### src/rtl/gray_input_debouncer_pkg.sv
// ---------------------------------------------------------------------------
// gray_pkg
// Shared types and helpers for the Gray-code switch debouncer.
//   deb_state_t             : debouncer FSM state encoding
//   DEFAULT_DEBOUNCE_CYCLES : 10 ms at 27 MHz
//   GRAY_MAX_WIDTH          : widest word gray2bin handles
//   gray2bin()              : Gray to binary conversion on a zero-extended word
// ---------------------------------------------------------------------------
package gray_pkg;

    typedef enum logic [1:0] {
        S_STABLE = 2'd0,
        S_COUNT  = 2'd1,
        S_COMMIT = 2'd2
    } deb_state_t;

    localparam int DEFAULT_DEBOUNCE_CYCLES = 270000;
    localparam int GRAY_MAX_WIDTH          = 32;

    // b[i] is the XOR of g[i] and every bit above it. Callers zero-extend
    // narrower words, so the zero upper bits do not disturb the result and
    // the lower WIDTH bits of the return value are the binary equivalent.
    function automatic logic [GRAY_MAX_WIDTH-1:0] gray2bin(
        input logic [GRAY_MAX_WIDTH-1:0] g
    );
        logic [GRAY_MAX_WIDTH-1:0] b;
        b = '0;
        for (int i = 0; i < GRAY_MAX_WIDTH; i++) begin
            b[i] = ^(g >> i);
        end
        return b;
    endfunction

endpackage

### src/rtl/gray_input_debouncer_sync_2ff.sv
// ---------------------------------------------------------------------------
// sync_2ff
// Two-flop synchroniser for an asynchronous multi-bit input.
// Each bit is synchronised independently. This is safe for the debouncer
// because any skew between bits only appears as a short-lived code, and the
// debounce window rejects it.
// Ports:
//   clk : destination clock
//   rst : asynchronous active-high reset, clears both stages to 0
//   d   : asynchronous input word
//   q   : synchronised output word, two clk edges after d
// ---------------------------------------------------------------------------
module sync_2ff #(
    parameter int WIDTH = 4
) (
    input  logic             clk,
    input  logic             rst,
    input  logic [WIDTH-1:0] d,
    output logic [WIDTH-1:0] q
);

    logic [WIDTH-1:0] meta;

    always_ff @(posedge clk or posedge rst) begin
        if (rst) begin
            meta <= '0;
            q    <= '0;
        end else begin
            meta <= d;
            q    <= meta;
        end
    end

endmodule

### src/rtl/gray_input_debouncer.sv
// ---------------------------------------------------------------------------
// gray_input_debouncer
// Samples a Gray code from board switches, synchronises and debounces it,
// then converts it to binary for the LED driver.
// Optional feature macro: GRAY_STEP_CHECK_EN. When it is defined, step_err
// flags any committed code that differs from the previous code by other than
// exactly one bit. When it is undefined, step_err is tied to 0.
// Ports:
//   clk      : system clock
//   rst      : asynchronous active-high reset
//   gray_in  : raw Gray code from the switches (asynchronous, may bounce)
//   binary   : registered binary value of the last accepted code
//   valid    : one-cycle pulse in the cycle binary takes a new value
//   step_err : last accepted code was not a single-bit step
//
// State table
//   state    | meaning
//   S_STABLE | g_s matches the committed code; waiting for a change
//   S_COUNT  | counting consecutive cycles with g_s equal to cand
//   S_COMMIT | valid cycle: binary/stable_gray were loaded on entry
// ---------------------------------------------------------------------------
module gray_input_debouncer
    import gray_pkg::*;
#(
    parameter int WIDTH           = 4,
    parameter int DEBOUNCE_CYCLES = DEFAULT_DEBOUNCE_CYCLES
) (
    input  logic             clk,
    input  logic             rst,
    input  logic [WIDTH-1:0] gray_in,
    output logic [WIDTH-1:0] binary,
    output logic             valid,
    output logic             step_err
);

    localparam int CNT_W = $clog2(DEBOUNCE_CYCLES + 1);
    localparam logic [CNT_W-1:0] CNT_TC = CNT_W'(DEBOUNCE_CYCLES - 1);

    deb_state_t       state, state_next;
    logic [WIDTH-1:0] g_s;
    logic [WIDTH-1:0] stable_gray;
    logic [WIDTH-1:0] cand, cand_next;
    logic [CNT_W-1:0] cnt, cnt_next;
    logic             commit;
    logic [WIDTH-1:0] cand_bin;

    sync_2ff #(.WIDTH(WIDTH)) u_sync (
        .clk (clk),
        .rst (rst),
        .d   (gray_in),
        .q   (g_s)
    );

    assign cand_bin = WIDTH'(gray2bin(GRAY_MAX_WIDTH'(cand)));

    always_comb begin
        state_next = state;
        cand_next  = cand;
        cnt_next   = cnt;
        commit     = 1'b0;
        case (state)
            S_STABLE: begin
                if (g_s != stable_gray) begin
                    cand_next  = g_s;
                    cnt_next   = '0;
                    state_next = S_COUNT;
                end
            end
            S_COUNT: begin
                if (g_s == cand) begin
                    cnt_next = cnt + CNT_W'(1);
                    // The commit is registered on the last counting edge.
                    // The S_COMMIT state is the cycle in which valid is high.
                    if (cnt == CNT_TC) begin
                        commit     = 1'b1;
                        state_next = S_COMMIT;
                    end
                end else if (g_s == stable_gray) begin
                    state_next = S_STABLE;
                end else begin
                    cand_next = g_s;
                    cnt_next  = '0;
                end
            end
            S_COMMIT: begin
                // A change that arrives here is picked up next cycle in
                // S_STABLE, because stable_gray is already updated.
                state_next = S_STABLE;
            end
            default: begin
                state_next = S_STABLE;
            end
        endcase
    end

    always_ff @(posedge clk or posedge rst) begin
        if (rst) begin
            state       <= S_STABLE;
            cand        <= '0;
            cnt         <= '0;
            stable_gray <= '0;
            binary      <= '0;
            valid       <= 1'b0;
        end else begin
            state <= state_next;
            cand  <= cand_next;
            cnt   <= cnt_next;
            valid <= commit;
            if (commit) begin
                stable_gray <= cand;
                binary      <= cand_bin;
            end
        end
    end

`ifdef GRAY_STEP_CHECK_EN
    always_ff @(posedge clk or posedge rst) begin
        if (rst) begin
            step_err <= 1'b0;
        end else if (commit) begin
            step_err <= ($countones(cand ^ stable_gray) != 1);
        end
    end
`else
    assign step_err = 1'b0;
`endif

endmodule

### config.mk
export PLATFORM = sky130hd
export DESIGN_NAME = gray_input_debouncer
export DESIGN_NICKNAME = d
export VERILOG_FILES = /design/src/rtl/gray_input_debouncer_pkg.sv /design/src/rtl/gray_input_debouncer_sync_2ff.sv /design/src/rtl/gray_input_debouncer.sv
export SDC_FILE = /design/constraint.sdc
export NUM_CORES = 1
export LEC_CHECK = 0
export ABC_AREA = 1
export CAP_MARGIN = 10
export CORE_UTILIZATION = 45
export DETAILED_ROUTE_END_ITERATION = 7
export DONT_BUFFER_PORTS = 1
export PLACE_DENSITY = 0.58
export SETUP_SLACK_MARGIN = 0.02
export SLEW_MARGIN = 20
export SYNTH_ARGS = -nofsm -noshare
export SYNTH_HDL_FRONTEND = slang
export SYNTH_SLANG_ARGS = --single-unit
export TNS_END_PERCENT = 10
### constraint.sdc
create_clock -name clk -period 1.9 [get_ports clk]
set_clock_uncertainty 0.2 [all_clocks]
set_input_delay 0.38 -clock clk [delete_from_list [all_inputs] [get_ports clk]]
set_output_delay 0.38 -clock clk [all_outputs]
set_load 0.02 [all_outputs]
**Word-level counts from Yosys, hierarchy flattened**

Cells that the tools add are included.

- Equality and inequality tests: 11
- Add/sub/neg operators: 1
- Muxes and demuxes: 16
- Reductions and logical operators: 9

Operators by type and width:

| cell | number |
|---|---|
| 32-bit parity | 4 |
| 19-bit 2-to-1 mux | 3 |
| 19-bit case mux with 2 select lines | 1 |
| 19-bit by 1-bit adder with 19-bit output (second input constant) | 1 |
| 19-bit == test (second input constant) | 1 |
| 4-bit 2-to-1 mux | 3 |
| 3-bit inequality test (second input constant) | 3 |
| 4-bit == test | 2 |
| 2-bit 2-to-1 mux | 4 |
| 4-bit case mux with 2 select lines | 1 |
| 2-bit inequality test (second input constant) | 3 |
| 3-bit AND reduction | 2 |
| 4-bit inequality test | 1 |
| 2-bit case mux with 2 select lines | 1 |
| 4-bit AND reduction | 1 |
| 1-bit 2-to-1 mux | 3 |
| 2-bit by 1-bit == test with 1-bit output (second input constant) | 1 |
| 2-bit zero test | 1 |
| 2-bit nonzero test | 1 |

- Logic and storage cells: 45
- Register bits: 42
- Input bits: 6

**Depth between registers and ports, before layout**

- Word-level depth: 4
- Gate-level depth with buffers: 10
- Depth with buffers taken out: 10

**By module**

From an unflattened synthesis, not the netlist that was laid out.

- Cell total of the unflattened synthesis: 296
- Area, all modules: 2280.9 um^2

Modules (own cells, without submodules):

| module | area an instance (um^2) | cells an instance | times used |
|---|---|---|---|
| gray_input_debouncer | 2077.0 | 287 | 1 |
| sync_2ff | 203.9 | 9 | 1 |

**Worst setup path before layout**

OpenSTA, ideal clock, no wires.

- Path type: flip-flop to flip-flop
- Start point: reg cnt[0]
- End point: reg binary[3]
- Setup slack: 211 ps
- Data arrival time: 1373 ps
- Library setup time: 117 ps
- Data required time: 1583 ps
- Cell stages (with the launch flop): 9
- Path buffers: 0
- Cell sequence: dfrtp_1 > ha_1 > nand2_1 > nor2_4 > nand3_1 > nor3_4 > nand2_2 > nand2_1 > nand2_1

- Longest elaborated chain between the ends: 4

RTL lines:

| item | line | source |
|---|---|---|
| start: declaration | gray_input_debouncer.sv:43 | `logic [CNT_W-1:0] cnt, cnt_next;` |
| start signal: assignment | gray_input_debouncer.sv:107 | `cnt <= cnt_next;` |
| 19-bit == test | gray_input_debouncer.sv:74 | `if (cnt == CNT_TC) begin` |
| 1-bit 2-to-1 mux | gray_input_debouncer.sv:74 |  |
| 1-bit 2-to-1 mux | gray_input_debouncer.sv:70 | `if (g_s == cand) begin` |
| 1-bit 2-to-1 mux | gray_input_debouncer.sv:61 | `case (state)` |
| end signal: assignment | gray_input_debouncer.sv:111 | `binary <= cand_bin;` |
| end: declaration | gray_input_debouncer.sv:31 | `output logic [WIDTH-1:0] binary,` |

No other way between the ends.
A chain may end at the register's enable or synchronous reset.

**Worst setup path in the final report**

- Start point: reg cnt[7]
- End point: reg cnt[17]

- Longest elaborated chain between the ends: 3

RTL lines:

| item | line | source |
|---|---|---|
| 19-bit by 1-bit adder with 19-bit output | gray_input_debouncer.sv:71 | `cnt_next = cnt + CNT_W'(1);` |
| 19-bit 2-to-1 mux | gray_input_debouncer.sv:70 |  |
| 19-bit case mux with 2 select lines | gray_input_debouncer.sv:61 |  |

No other way between the ends.

==> metrics.txt <==
Yosys reg bits slightly above 40; crit start category flop; Post-synth EDFFs 0; Peak VDD IR 0.000511 V; Fmax between 500 and 600 MHz; Vias ~2.0k; crit-path max cell delay approximately 0.52 ns; WP data arrival ~1.8 ns; Max Buffers Root-to-Sink 2; mux share of post-synthesis cell area 0; H-tree Lvls 2; Post-DP HPWL approximately 4.2 mm; Reg clk slew, reported paths ~0.09 ns; count leader, synth nand2_1; Core Box Area 5110 sq um; MaxCap Viol Count 0; Clk Latency, worst-skew pair approximately 0.3 ns; Final WS setup between 0.1 and 0.15 ns; Tcrit/Tclk final 0.936; Syn Area/Cell ~7.5 sq um; critical-path maximum fanout 7; DRT antenna net count 0; Area Overhead vs Synth 14.8%; chip height 74.7 um; CP Capture Type flop; Synth Area in XOR/XNOR 0.0442; Min-Delay Path Class reg2reg; NumNets Final between 300 and 400; TritonCTS clock tree yes; Metal-1 WL between 2 and 3 mm; Net Count, Synth about 320; row count 26; Area after DPL approximately 2500 sq um; vias in the first global route about 1.9k; final max-slew violation count 0; initial drt markers 210; Netlist cell types 32; die area between 5000 and 6000 sq um; Die Width ~75 um; Req. time, crit path 1.89 ns; CTS root buf clkbuf_8; Power Density around 770 nW/um^2; top cells by area, synth dfrtp_1 (43%), nand2_1 (16%), nand3_1 (5.1%); synthesized instance count 316; routability cong. 0.922; Async S/R FF share, synth 1.00; DR vias/cell roughly 5.0; share of layout cells above drive strength 1 0.144; Port Buffers 0; Num CTS Buffers 5; fillers about 510; DR pass1 iterations 4; Ports 12; outcome finished clean; WL met2 ~2.6 mm; largest net degree at the start of global routing between 40 and 50; TNS Setup 0 ns; met3 routed WL ~220 um; Place WS ~0.12 ns; Yosys warnings 0; leakage between 1 and 1.5 nW; cell area after synthesis between 2000 and 2500 sq um; area leader, netlist dfrtp_1; total gr overflow 0; highest metal layer with signal wires met4; Finished Cell Area approximately 2700 sq um; DR WL/cell 14.4 um; area share of fa/ha/maj cells after synthesis 0.00526; share of the synthesized area in the top cell type 0.432; CP max-delay cell dfrtp_1; Post-Synth Simple-Gate Area 0.389; routed wire length 5.80 mm; register area share after synthesis 0.432; endpoints failing hold 0; post-layout util 0.534; antenna cells 0; Num Clock Sinks 41; main combinational cell family by area after synthesis simple AND/OR/NAND/NOR gates; Initial Util 0.465; global-route wire length before repair about 9.4 mm; CP bufs+invs 0; Total GRT Usage 0.226; top_reg_cell synth dfrtp_1; crit path kind reg2reg; initial antenna violation count 0; RSZ-0062 raised after global routing yes; Worst path most repeated cell nand2_1; drt drc 0; Crit path max-delay family simple AND/OR/NAND/NOR gates; worst path cell trace nand2_1 > nor2_1 > nand2_1 > nor2_1 > nand2_1 > nand2_1 > nand2_1 > nand3_1 > nand2_1; Final min period roughly 1.8 ns; Compound-Gate Fraction of Synth Area 0.0437; commonest cells in the netlist nand2_1 (104), dfrtp_1 (41), inv_1 (32), nor2_1 (32), nand3_1 (24); final setup vio count 0
## cell families after synthesis
kind of cell	Yosys count
fa+ha+maj	1
compound gates	18
flops	41
other cells	1
simple gates	200
buf+inv	43
xor+xnor	12
## through the flow
stage	hold WS, ns	cells	power (mW)
after floorplan	0.131	316	1.17
after global routing	0.173	403	2.20
after global placement	0.124	388	1.24
after CTS	0.159	401	2.13
final	0.157	403	2.11
after detailed placement	0.124	388	1.25
## per-layer routing
| metal | up-vias | global-route usage |
|---|---|---|
| li1 | 1033 | - |
| met1 | 959 | 0.343 |
| met2 | 34 | 0.333 |
| met3 | 5 | 0.0415 |
| met4 | 0 | 0.0566 |
| met5 | - | 0 |
## area by class of cell
type	instances	area (sq um)	area share
well taps	70	87.6	0.0321
clock inverters	3	68.8	0.0252
flip-flops and latches	41	1030	0.376
inverters	34	131	0.0481
multi-input cells	232	1180	0.434
repair buffers	18	160	0.0587
clock buffers	5	68.8	0.0252
## report_power, final
part,internal (mW),total [mW],switching [mW]
Combinational,0.0978,0.304,0.207
Sequential,0.904,0.933,0.0289
Clock,0.530,0.870,0.341
Total,1.53,2.11,0.576
## sequential cells by signal, indices dropped and copies added (netlist names)
register / flops
stable_gray: 3
state: 2
binary: 4
cnt: 19
u_sync.meta: 4
u_sync.q: 4
cand: 4
valid: 1
## final timing paths
| kind | slack, ns | cells after the start | from | end |
|---|---|---|---|---|
| worst max-delay path | 0.12 | 9 | cnt[7]$_DFFE_PP0P_ | cnt[17]$_DFFE_PP0P_ |
| worst max register to register | 0.12 | 9 | cnt[7]$_DFFE_PP0P_ | cnt[17]$_DFFE_PP0P_ |
| min in group asynchronous | 0.36 | 3 | rst | u_sync.meta[0]$_DFF_PP0_ |
| worst min-delay path | 0.16 | 0 | u_sync.meta[2]$_DFF_PP0_ | u_sync.q[2]$_DFF_PP0_ |
| worst min register to register | 0.16 | 0 | u_sync.meta[2]$_DFF_PP0_ | u_sync.q[2]$_DFF_PP0_ |
| max in group asynchronous | 0.93 | 3 | rst | binary[1]$_DFFE_PP0P_ |
## cells in the final DEF, fill, tap and decap left out, drive strengths merged
cell / count
clkinv: 1
o21ai: 16
nor2: 37
conb: 1
nand3: 27
clkbuf: 5
buf: 13
clkinvlp: 1
bufinv: 2
and2: 2
nand4: 19
inv: 33
nor3: 6
dlygate4sd3: 5
nand2: 109
ha: 1
a21oi: 1
dfrtp: 41
o21bai: 1
xnor2: 4
xor2: 8
## what timing repair did
action	in CTS	in global routing
setup endpoints to repair	0	18
hold endpoints to repair	45	0
hold buffers	5	0
buffers inserted	0	2
gates resized for setup	0	11
No activity file was read; power rests on OpenSTA's default activity.
